**src/rtl/timing_interrupt_sequencer.sv**
```systemverilog
// Timing and I/O-interrupt sequencer: sequence counter, start/stop flip-flop,
// one-hot timing outputs, interrupt cycle control and keyboard/printer flags.
module timing_interrupt_sequencer #(
   parameter int IO_W = 8
) (
   input  logic            clk,
   input  logic            rst,
   input  logic            start,
   input  logic            hlt,
   input  logic            sc_clr,
   input  logic            ion,
   input  logic            iof,
   input  logic            inp_ack,
   input  logic            out_load,
   input  logic [IO_W-1:0] ac_low,
   input  logic            kbd_valid,
   input  logic [IO_W-1:0] kbd_data,
   output logic            kbd_ready,
   output logic            prt_valid,
   input  logic            prt_ready,
   output logic [IO_W-1:0] prt_data,
   output logic [15:0]     t,
   output logic            run,
   output logic            r_flag,
   output logic            ien,
   output logic            fgi,
   output logic            fgo,
   output logic [IO_W-1:0] inpr
);

   logic [3:0]      sc_r,   sc_s;
   logic            s_r,    s_s;
   logic            r_r,    r_s;
   logic            ien_r,  ien_s;
   logic            fgi_r,  fgi_s;
   logic            fgo_r,  fgo_s;
   logic [IO_W-1:0] inpr_r, inpr_s;
   logic [IO_W-1:0] outr_r, outr_s;
   logic            rt2_s;
   logic            early_s;

   // Timing decode and interrupt-cycle qualifiers from the current state.
   always_comb begin
      t       = 16'h0000;
      rt2_s   = 1'b0;
      early_s = 1'b0;
      if (s_r) begin
         t       = 16'h0001 << sc_r;
         rt2_s   = r_r & (sc_r == 4'd2);
         early_s = (sc_r < 4'd3);
      end else begin
         t       = 16'h0000;
      end
   end

   // Next-state logic for the counter, run flag, interrupt and I/O flags.
   always_comb begin
      sc_s   = sc_r;
      s_s    = s_r;
      r_s    = r_r;
      ien_s  = ien_r;
      fgi_s  = fgi_r;
      fgo_s  = fgo_r;
      inpr_s = inpr_r;
      outr_s = outr_r;

      if (hlt) begin
         sc_s = 4'd0;
         s_s  = 1'b0;
      end else if (s_r) begin
         if (sc_clr || rt2_s) begin
            sc_s = 4'd0;
         end else begin
            sc_s = sc_r + 4'd1;
         end
      end else begin
         sc_s = sc_r;
      end

      if (!hlt && start) begin
         s_s = 1'b1;
      end else begin
         s_s = s_s;
      end

      // R is only recognised outside T0..T2 so a fetch is never split.
      if (rt2_s) begin
         r_s = 1'b0;
      end else if (s_r && ien_r && (fgi_r || fgo_r) && !early_s && !r_r) begin
         r_s = 1'b1;
      end else begin
         r_s = r_r;
      end

      if (rt2_s || iof) begin
         ien_s = 1'b0;
      end else if (ion) begin
         ien_s = 1'b1;
      end else begin
         ien_s = ien_r;
      end

      if (kbd_valid && !fgi_r) begin
         fgi_s  = 1'b1;
         inpr_s = kbd_data;
      end else if (inp_ack) begin
         fgi_s  = 1'b0;
      end else begin
         fgi_s  = fgi_r;
      end

      if (out_load && fgo_r) begin
         fgo_s  = 1'b0;
         outr_s = ac_low;
      end else if (!fgo_r && prt_ready) begin
         fgo_s  = 1'b1;
      end else begin
         fgo_s  = fgo_r;
      end
   end

   // State registers with synchronous reset.
   always_ff @(posedge clk) begin
      if (rst) begin
         sc_r   <= 4'd0;
         s_r    <= 1'b0;
         r_r    <= 1'b0;
         ien_r  <= 1'b0;
         fgi_r  <= 1'b0;
         fgo_r  <= 1'b1;
         inpr_r <= {IO_W{1'b0}};
         outr_r <= {IO_W{1'b0}};
      end else begin
         sc_r   <= sc_s;
         s_r    <= s_s;
         r_r    <= r_s;
         ien_r  <= ien_s;
         fgi_r  <= fgi_s;
         fgo_r  <= fgo_s;
         inpr_r <= inpr_s;
         outr_r <= outr_s;
      end
   end

   assign kbd_ready = ~fgi_r;
   assign prt_valid = ~fgo_r;
   assign prt_data  = outr_r;
   assign run       = s_r;
   assign r_flag    = r_r;
   assign ien       = ien_r;
   assign fgi       = fgi_r;
   assign fgo       = fgo_r;
   assign inpr      = inpr_r;

endmodule

```
**config.mk**
```make
export PLATFORM = sky130hd
export DESIGN_NAME = timing_interrupt_sequencer
export DESIGN_NICKNAME = d
export VERILOG_FILES = /design/src/rtl/timing_interrupt_sequencer.sv
export SDC_FILE = /design/constraint.sdc
export NUM_CORES = 1
export LEC_CHECK = 0
export BUFFER_PORTS_ARGS = -buffer_cell sky130_fd_sc_hd__buf_2
export CAP_MARGIN = 20
export CORE_UTILIZATION = 35
export DETAILED_ROUTE_END_ITERATION = 8
export GPL_TIMING_DRIVEN = 0
export PLACE_DENSITY = 0.68
export SYNTH_ARGS = -nofsm -noshare
export SYNTH_HDL_FRONTEND = slang
export SYNTH_SLANG_ARGS = --single-unit
```
**constraint.sdc**
```tcl
create_clock -name clk -period 3.7 [get_ports clk]
set_input_delay 0.555 -clock clk [delete_from_list [all_inputs] [get_ports clk]]
set_output_delay 0.555 -clock clk [all_outputs]
set_load 0.05 [all_outputs]
```
==> summary.txt <==
Outcome
  – Status: finished clean

Placed design
  – HPWL after DPL: 1980 µm
  – Placed Area: 1520 µm²
  – Final Wtd Congestion: ~0.77
  – Pre-CTS setup slack: roughly 1.9 ns
  – PortBufs: 64
  – Cells after DPL: 250

Clocking
  – CTS buffer count: 3
  – # hold bufs at CTS: 0
  – Post CTS Setup Buffer Count: 0
  – Post-cts sizing count: 0
  – Sinks on Clock Net: 25
  – Clock Latency Late Sink: about 0.31 ns
  – CTS tree: yes
  – Max Buffers Root-to-Sink: 2
  – Clk slew on worst S/H paths: 0.13 ns
  – CTS H-tree depth: 1
  – Clk Tree Root Cell: clkbuf_4

Synth
  – Area leader, netlist: dfxtp_1
  – Distinct cells, synth: 27
  – Avg Cell Area, Syn: just over 8 µm²
  – Async set or reset register ratio after synthesis: 0%
  – Register area share after synthesis: 43.8%
  – Ys flop type: dfxtp_1
  – Syn nets: 175
  – Most common cell in the netlist: nand2_1
  – Synth top area cells: dfxtp_1, nand2_1, a21oi_1, ha_1, and2_1
  – Post-synth EDFFs: 0
  – Post-synth top area share: 43.8%
  – Yosys reg bits: 25
  – Post-Syn Area: 1140 µm²
  – Most frequent cells after synthesis: nand2_1, dfxtp_1, a21oi_1
  – Syn Inst Count: 142
  – Yosys warning count: 0

Worst setup path
  – Worst setup SP type: flop
  – Crit-path slowest cell: dfxtp_1
  – Worst Path Required: 3.14 ns
  – Top fanout value on the critical path: 5
  – Critical R2R Capture: sc_r[2]
  – CP Buf/Inv Count: 1
  – FF-to-FF path depth: 4
  – Arr. time, crit path: 1.56 ns
  – R2r startpoint: sc_r[0]
  – Critical path class: reg2out
  – Peak per-stage delay on the critical path: 0.44 ns
  – Worst reg2reg setup slack: 2.37 ns
  – Most used cell, CP: ha_1
  – Crit end category: output pin
  – Worst setup startpoint: sc_r[0]
  – Crit. path cell count: 4
  – Critical Path End: t[15]
  – Cell family with most CP delay: flip-flops
  – CP Cell Sequence: ha_1, ha_1, and3_1, buf_2

Cells and area
  – Post-route cell area: 1550 µm²
  – Final Non-Filler Cells: 254
  – # fillers: 342
  – Post-layout nets: 244
  – Area delta synth->final: 35.3%
  – Sequential Area: 500 µm²
  – Share of cells above drive strength 1: 35.2%
  – Antenna diode count: 0
  – Fin util: 50.2%
  – Multi-input gate area: 588 µm²

Power
  – PD cells: around 350 nW/µm²
  – Worst vdd ir: 193 µV
  – Pleak: 0.801 nW
  – Tot Pwr: 0.534 mW

Global routing
  – Antenna violations before repair: 0
  – First-pass GRT wire length: 4150 µm
  – Vias in the first global route: 907
  – Global-route usage over all layers: around 16%
  – Largest net degree at the start of global routing: 15
  – Total gr overflow: 0

Die
  – CORE AREA: 3080 µm²
  – Starting density of the core: between 30% and 40%
  – Die area: roughly 3500 µm²
  – Height of the die: 59.1 µm
  – Rows: 20
  – IO Pins: 66
  – Chip Width: 59.1 µm

STA
  – Layout Skew: 0.00617 ns
  – Final setup violation count: 0
  – Setup ws final: 1.59 ns
  – Final Max Tran Viols: 0
  – Rel. slew slack: 68.0%
  – Period minus WS final: 2.11 ns
  – Fmax: 0.473 GHz
  – Final Hold Fails: 0
  – WHS: 0.392 ns
  – Final period utilization: 57.2%
  – RSZ-0062 raised after global routing: false
  – Setup TNS Final: 0 ns
  – Least-Margin Pin Slew: 0.481 ns

Routing
  – First-pass detailed-route iteration total: 4
  – Initial drt markers: 45
  – Post-route ant nets: 0
  – Vias/cell: 4.46
  – Final wirelength: 2610 µm
  – Vias: 1,134
  – WL/cell: approximately 10 µm
  – DRC viols: 0

Worst hold path
  – Worst Hold Class: in2reg

Run
  – Max-Cap Viols: 0
## power by group
group          internal [mW]  total [mW]  switching [mW]  leakage (nW)
registers              0.283       0.292         0.00931         0.205
logic                 0.0354       0.124          0.0882         0.579
clock network         0.0404       0.118          0.0775        0.0177
## worst reg2reg max path, stage by stage (launching register included)
cell	delay (ns)
dfxtp_1	0.44
inv_1	0.09
ha_1	0.26
a31o_1	0.28
a211oi_2	0.19
## state kept, by name, summed over array words and instances, names as in the netlist
signal    flops
fgo           1
r_flag        1
prt_data      8
inpr          8
sc_r          4
run           1
ien           1
fgi           1
## layout make-up
cell class                 instances  area share [%]
timing repair buffer              64            20.7
tap                               44            3.56
inverter                           5            1.21
clock buffer                       3            1.46
multi-input combinational        104            38.1
buffer                             8            2.27
sequential                        25            32.4
clock inverter                     1           0.324
## metal layers
metal / wire (µm) / GRT usage, % / share of wire, % / vias to the layer above
li1: - / - / - / 603
met1: 1320 / 22.3 / 50 / 478
met2: 1090 / 22.9 / 42 / 51
met3: 186 / 3.28 / 7.1 / 2
met4: 17 / 6.12 / 0.65 / 0
met5: 0 / 0 / 0 / -
## worst min path at each step
stage	start	end	slack, ns	cells past startpoint
after detailed placement	prt_data[6]	prt_data[6]	0.45	2
final	iof	ien	0.39	2
after global routing	iof	ien	0.37	2
after CTS	iof	ien	0.38	2
after floorplan	sc_r[1]	sc_r[1]	0.53	2
after global placement	inpr[5]	inpr[5]	0.44	2
## cells in the final DEF (no fill, tap or decap), drive strengths merged
cell	netlist	routed
nand3	8	8
dfxtp	25	25
and2	9	9
nor2	10	10
nand2	28	28
xnor2	1	1
nand2b	3	3
and3	6	6
nor2b	2	2
o21a	1	1
a21oi	17	17
clkbuf	4	7
clkinv	0	1
mux2i	1	1
ha	6	6
buf	4	68
xor2	1	1
o21ai	1	1
inv	5	5
o211ai	1	1
a211o	1	1
a211oi	1	1
nor3	2	2
a31o	1	1
a31oi	1	1
nor3b	2	2
nand4	1	1
## kinds of logic (layout without fill, tap and decap cells)
| kind of cell | Yosys count | after routing | share of synthesized area [%] |
|---|---|---|---|
| xor+xnor | 2 | 2 | 1.53 |
| buf+inv | 13 | 81 | 4.71 |
| fa+ha+maj | 6 | 6 | 6.57 |
| compound gates | 24 | 24 | 12.4 |
| mux | 1 | 1 | 0.876 |
| simple gates | 71 | 71 | 30.1 |
| flops | 25 | 25 | 43.8 |
Power figures use the tool's default switching activity.
